===== src/rtl/adc_bram_writer_pkg.sv =====
// Shared constants for the ADC-to-BRAM capture engine: default geometry and FSM encoding.
package adc_bram_writer_pkg;

  localparam int ADDR_W      = 12;
  localparam int DATA_W      = 8;
  localparam int BASE_ADDR   = 3;
  localparam int MAX_SAMPLES = (1 << ADDR_W) - BASE_ADDR;

  localparam logic [1:0] S_IDLE    = 2'd0;
  localparam logic [1:0] S_ARMED   = 2'd1;
  localparam logic [1:0] S_CAPTURE = 2'd2;
  localparam logic [1:0] S_DONE    = 2'd3;

endpackage


===== src/rtl/adc_bram_writer_trig_sync_edge.sv =====
// Two-flop synchronizer for an asynchronous strobe followed by a rising-edge detector.
// edge_o is high for one clk, two clk after the input is first sampled high.
module trig_sync_edge (
  input  logic clk,
  input  logic rst,
  input  logic async_i,
  output logic edge_o
);

  // [0],[1] form the synchronizer; [2] holds the previous synchronized value.
  logic [2:0] sync_q;
  logic [2:0] sync_d;

  always_comb begin
    sync_d = {sync_q[1:0], async_i};
  end

  always_ff @(posedge clk or posedge rst) begin
    if (rst) begin
      sync_q <= 3'b000;
    end else begin
      sync_q <= sync_d;
    end
  end

  assign edge_o = sync_q[1] & ~sync_q[2];

endmodule


===== src/rtl/adc_bram_writer.sv =====
// Capture engine: writes decimated ADC samples into the shared BRAM from BASE_ADDR upward,
// holding stmBusy while it owns the RAM.
module adc_bram_writer
  import adc_bram_writer_pkg::*;
#(
  parameter int ADDR_W      = adc_bram_writer_pkg::ADDR_W,
  parameter int DATA_W      = adc_bram_writer_pkg::DATA_W,
  parameter int BASE_ADDR   = adc_bram_writer_pkg::BASE_ADDR,
  parameter int MAX_SAMPLES = adc_bram_writer_pkg::MAX_SAMPLES
) (
  input  logic              clk,
  input  logic              rst,
  input  logic              start,
  input  logic              abort,
  input  logic              trigMode,
  input  logic              trigIn,
  input  logic [ADDR_W-1:0] numSamples,
  input  logic [7:0]        decim,
  input  logic [DATA_W-1:0] adcData,
  input  logic              adcValid,
  output logic [ADDR_W-1:0] busBramAddr,
  output logic [DATA_W-1:0] busBramOut,
  output logic              ctrlWeBram,
  output logic              stmBusy,
  output logic              capDone,
  output logic [ADDR_W-1:0] sampleCount
);

  localparam logic [ADDR_W-1:0] BASE_A  = ADDR_W'(BASE_ADDR);
  localparam logic [ADDR_W-1:0] MAX_CNT = ADDR_W'(MAX_SAMPLES);

  logic [1:0]        state_q, state_d;
  logic [ADDR_W-1:0] cnt_q, cnt_d;
  logic [ADDR_W-1:0] tgt_q, tgt_d;
  logic [7:0]        dec_q, dec_d;
  logic [7:0]        dcnt_q, dcnt_d;
  logic [ADDR_W-1:0] addr_q, addr_d;
  logic [DATA_W-1:0] data_q, data_d;
  logic              we_q, we_d;
  logic              busy_q, busy_d;
  logic              done_q, done_d;

  logic       trig_edge;
  logic [7:0] dec_eff;
  logic       keep;

  trig_sync_edge u_trig (
    .clk     (clk),
    .rst     (rst),
    .async_i (trigIn),
    .edge_o  (trig_edge)
  );

  // decim of 0 behaves like 1; the counter marks which valid samples are kept.
  assign dec_eff = (dec_q == 8'd0) ? 8'd1 : dec_q;
  assign keep    = (dcnt_q == 8'd0);

  always_comb begin
    state_d = state_q;
    cnt_d   = cnt_q;
    tgt_d   = tgt_q;
    dec_d   = dec_q;
    dcnt_d  = dcnt_q;
    addr_d  = addr_q;
    data_d  = data_q;
    we_d    = 1'b0;
    case (state_q)
      S_IDLE, S_DONE: begin
        if (start && !abort) begin
          tgt_d  = (numSamples > MAX_CNT) ? MAX_CNT : numSamples;
          dec_d  = decim;
          cnt_d  = '0;
          dcnt_d = 8'd0;
          if (numSamples == '0) begin
            state_d = S_DONE;
          end else begin
            state_d = trigMode ? S_ARMED : S_CAPTURE;
          end
        end
      end
      S_ARMED: begin
        if (abort) begin
          state_d = S_IDLE;
        end else if (trig_edge) begin
          state_d = S_CAPTURE;
        end
      end
      S_CAPTURE: begin
        if (abort) begin
          state_d = S_IDLE;
        end else if (adcValid) begin
          dcnt_d = ((dcnt_q + 8'd1) >= dec_eff) ? 8'd0 : dcnt_q + 8'd1;
          if (keep) begin
            we_d   = 1'b1;
            addr_d = BASE_A + cnt_q;
            data_d = adcData;
            cnt_d  = cnt_q + 1'b1;
            if ((cnt_q + 1'b1) == tgt_q) begin
              state_d = S_DONE;
            end
          end
        end
      end
      default: state_d = S_IDLE;
    endcase
    busy_d = (state_d == S_ARMED) || (state_d == S_CAPTURE);
    done_d = (state_d == S_DONE);
  end

  always_ff @(posedge clk or posedge rst) begin
    if (rst) begin
      state_q <= S_IDLE;
      cnt_q   <= '0;
      tgt_q   <= '0;
      dec_q   <= 8'd0;
      dcnt_q  <= 8'd0;
      addr_q  <= BASE_A;
      data_q  <= '0;
      we_q    <= 1'b0;
      busy_q  <= 1'b0;
      done_q  <= 1'b0;
    end else begin
      state_q <= state_d;
      cnt_q   <= cnt_d;
      tgt_q   <= tgt_d;
      dec_q   <= dec_d;
      dcnt_q  <= dcnt_d;
      addr_q  <= addr_d;
      data_q  <= data_d;
      we_q    <= we_d;
      busy_q  <= busy_d;
      done_q  <= done_d;
    end
  end

  assign busBramAddr = addr_q;
  assign busBramOut  = data_q;
  assign ctrlWeBram  = we_q;
  assign stmBusy     = busy_q;
  assign capDone     = done_q;
  assign sampleCount = cnt_q;

endmodule


===== config.mk =====
export PLATFORM = sky130hd
export DESIGN_NAME = adc_bram_writer
export DESIGN_NICKNAME = d
export VERILOG_FILES = /design/src/rtl/adc_bram_writer_pkg.sv /design/src/rtl/adc_bram_writer_trig_sync_edge.sv /design/src/rtl/adc_bram_writer.sv
export SDC_FILE = /design/constraint.sdc
export NUM_CORES = 1
export LEC_CHECK = 0
export ABC_AREA = 1
export CAP_MARGIN = 0
export CORE_MARGIN = 3
export CORE_UTILIZATION = 48
export DETAILED_ROUTE_END_ITERATION = 6
export GPL_TIMING_DRIVEN = 0
export PLACE_DENSITY = 0.77
export SYNTH_ARGS = -nofsm -noshare
export SYNTH_HDL_FRONTEND = slang
export SYNTH_HIERARCHICAL = 1
export SYNTH_SLANG_ARGS = --single-unit

===== constraint.sdc =====
create_clock -name clk -period 2.5 [get_ports clk]
set_input_delay 0.25 -clock clk [delete_from_list [all_inputs] [get_ports clk]]
set_output_delay 0.25 -clock clk [all_outputs]
set_load 0.005 [all_outputs]

==> flow_summary.ini <==
[layout]
final_stage_net_count = 604
postLayoutCellArea_sq_um = 5077
drive_above_1_share_pct = 16.28
area_growth_syn_to_layout_pct = 33.75
antenna_cells = 0

[floorplanning]
std_cell_rows = 31
die_w_microns = 94.93
die-height_microns = 94.93
num_io_pins = 70
design.die.area_sq_um = 9012
core_sq_um = 7447
floorplan.initialDensity_pct = 50.97

[sta]
timing_max_transition_violations_final = 0
worst_pin_slew_ns = 0.6753
timing.max_slew.rel_slack_pct = 54.92
final_hold_viol_count = 0
post-route-worst-setup-slack_ns = -0.01533
unrepaired_setup_endpoints_after_global_routing = yes
final.hold.worst_slack_ns = 0.1033
fin_crit_ns = 2.515
maxClockFrequency_mhz = 397.6
post_route_setup_tns_ns = -0.02311
clock-skew-final_ns = 0.007175
finalSetupViolations = 2
part_of_the_cycle_the_worst_path_needs_pct = 100.6

[pwr]
power_density_nw_per_um2 = 997.8
power_frac_clock_pct = 22.6
power.switching_fraction_pct = 37.56
ir_worst_vdd_mv = 0.6467
power_frac_comb_pct = 43.5
seq_power_share_pct = 33.9
internal-power_mw = 3.164
total_power_mw = 5.066
netSwitchingPower_mw = 1.903
leakage_nw = 2.320

[critical_path]
setup.worst_path.start = dcnt_q[0]
required_ns = 2.76
critical_path_buf_inv_count = 2
endpoint_kind = flip-flop
timing.rr.start = dcnt_q[0]
worst_path_largest_cell_delay_ns = 0.38
critical_path.cell_chain = buf_4 > ha_2 > nand3_2 > nor2_1 > nand2_1 > xor2_2 > ha_1 > nand2_2 > nor2_1 > a21oi_2 > o41ai_4 > buf_6 > o32ai_2
most_frequent_cp_cell = sky130_fd_sc_hd__nor2_1
criticalPathCategory = flip-flop to flip-flop
arrival_ns = 2.77
reg2reg_slack_ns = -0.02
timing.critical_path.max_delay_family = simple AND/OR/NAND/NOR gates
crit_fanout = 8
crit_slowest_cell = sky130_fd_sc_hd__dfrtp_1
critPathLaunchType = flip-flop
critical_r2r_capture = dcnt_q[4]
reg2reg_depth = 13

[synth]
syn_area_per_cell_sq_um = 8.217
post_syn_nets = 512
post_synth_instance_area_sq_um = 3796
synth_enable_flop_cells = 0
yosys.area.top_type = sky130_fd_sc_hd__dfrtp_1
synth_cells = 462
synth.cells.most_frequent = 127 x sky130_fd_sc_hd__nand2_1, 66 x sky130_fd_sc_hd__dfrtp_1, 56 x sky130_fd_sc_hd__inv_1
synthTopCellsByArea = sky130_fd_sc_hd__dfrtp_1 44%, sky130_fd_sc_hd__nand2_1 13%, sky130_fd_sc_hd__inv_1 5.5%
ys_ff_latch = 68
synth-seq-area-share_pct = 44.89
synthFlopType = sky130_fd_sc_hd__dfrtp_1
yosys.area.top_type_share_pct = 43.51
synth.lib_cells_used.distinct = 37
synthesis.yosys.warnings = 6
postSynth.asyncResetShare_pct = 100.0
synth_most_common_cell = sky130_fd_sc_hd__nand2_1

[global_routing]
grt_antenna_before_repair = 0
globalRoute.totalOverflow = 0
gr-usage-all-layers_pct = 22.75
first_global_vias = 3361
largest_net_degree_at_the_start_of_global_routing = 35
global_route_wire_length_before_repair_mm = 15.86

[placed_design]
dpl.hpwl_mm = 7.208
gpl.final_weighted_congestion = 0.8742
preCtsSetupSlack_ns = -0.5294
detailed_place.area_sq_um = 4638
io_buffer_count = 69

[clock_network]
clock_path_buffers = 2
clk-insertion-delay-late_ns = 0.36
cts_max_level = 3
root_buffer = sky130_fd_sc_hd__clkbuf_8
clk_pin_slew_ns = 0.08
total_cts_buffers = 9
cts_hold_buffers = 0
clock-sinks = 68
cts_tree = built

[routing]
via_per_inst = 5.315
average_routed_wire_per_standard_cell_microns = 14.69
drc_errors = 0
drt_wl_total_mm = 9.666
routed-via-count = 3497
violation_count_after_the_first_detailed_route_iteration = 180
dr.pass1.iters = 6
antenna_violating_nets_post_route = 0

[hold_path]
timing.hold.worst.class = input port to async pin

[job]
drv.max_cap_violation_count = 0

[run_status]
outcome = complete, but fails checks
failing_checks = negative setup slack
==> routing by layer <==
metal  vias up  share of wire, %  GRT usage (%)  wire [microns]
met5         -                 0              0               0
met3        27               5.6          3.187             538
met2       133                48          37.76            4660
met4         0               2.7          10.82             261
met1      1650                44          29.25            4206
li1       1687                 -              -               -
==> sequential cells by signal, summed over array words and instances (netlist names) <==
signal and cells:
busBramAddr 12, sampleCount 12, tgt_q 12, busBramOut 8
dcnt_q 8, dec_q 8, u_trig/sync_q 3, state_q 2
capDone 1, ctrlWeBram 1, stmBusy 1
==> logic make-up after synthesis <==
kind of cell,after synthesis,synth area share (%)
AO/OA/AOI/OAI,72,12.43
AND/OR/NAND/NOR,217,25.74
adder cells (fa/ha/maj),15,4.944
XOR/XNOR,18,4.515
flip-flops,68,44.89
buffers and inverters,72,7.481
==> power groups by stage <==
stage | combinational, mW | sequential (mW) | clock (mW)
after floorplan | 1.25 | 1.71 | 0
after global placement | 1.97 | 1.72 | 0
after detailed placement | 2.06 | 1.74 | 0
after CTS | 2.15 | 1.72 | 1.14
after global routing | 2.47 | 1.76 | 1.20
final | 2.21 | 1.72 | 1.14
==> cell usage in the layout, fill, tap and decap left out, types with 4 or more instances in the layout <==
master	n
sky130_fd_sc_hd__o22ai_2	10
sky130_fd_sc_hd__dfrtp_1	64
sky130_fd_sc_hd__inv_2	10
sky130_fd_sc_hd__nand2_1	126
sky130_fd_sc_hd__o22ai_1	5
sky130_fd_sc_hd__nor2_4	5
sky130_fd_sc_hd__inv_1	52
sky130_fd_sc_hd__clkbuf_1	4
sky130_fd_sc_hd__a21oi_1	13
sky130_fd_sc_hd__nand2_2	9
sky130_fd_sc_hd__nor2_1	27
sky130_fd_sc_hd__clkdlybuf4s50_1	69
sky130_fd_sc_hd__nand4_1	6
sky130_fd_sc_hd__o21ai_0	32
sky130_fd_sc_hd__clkbuf_8	10
sky130_fd_sc_hd__nand3_1	26
sky130_fd_sc_hd__ha_1	13
sky130_fd_sc_hd__nor3_1	5
sky130_fd_sc_hd__xor2_1	14
sky130_fd_sc_hd__buf_4	11
==> area by class of cell <==
class / instances / area (sq um)
multi-input combinational: 322 / 1917
buffer: 8 / 42.54
sequential: 68 / 1707
timing repair buffer: 81 / 797.0
clock inverter: 6 / 111.4
clock buffer: 10 / 137.6
fill: 592 / 2370
tap: 99 / 123.9
inverter: 64 / 241.5
==> how the worst max path moves through the flow <==
stage                          end  slack [ns]  cells past startpoint
finish                   dcnt_q[4]       -0.02                     13
global route             dcnt_q[3]       -0.17                     13
CTS                      dcnt_q[3]        0.01                     13
floorplan                dcnt_q[7]        0.05                     10
detailed placement       dcnt_q[4]       -0.53                     10
global placement    busBramAddr[2]       -0.56                      2
==> timing repair <==
item,4_1_cts,5_1_grt
buffers inserted,6,7
gates resized for setup,12,12
endpoints found under the setup margin,9,9
pin swaps,6,5
==> stage by stage <==
step	utilization (%)	std cells
4_1_cts	66.97	653
6_report	68.18	658
3_5_place_dp	62.28	631
5_1_grt	68.18	658
2_1_floorplan	-	462
3_3_place_gp	62.01	630
Power figures use the tool's default switching activity.
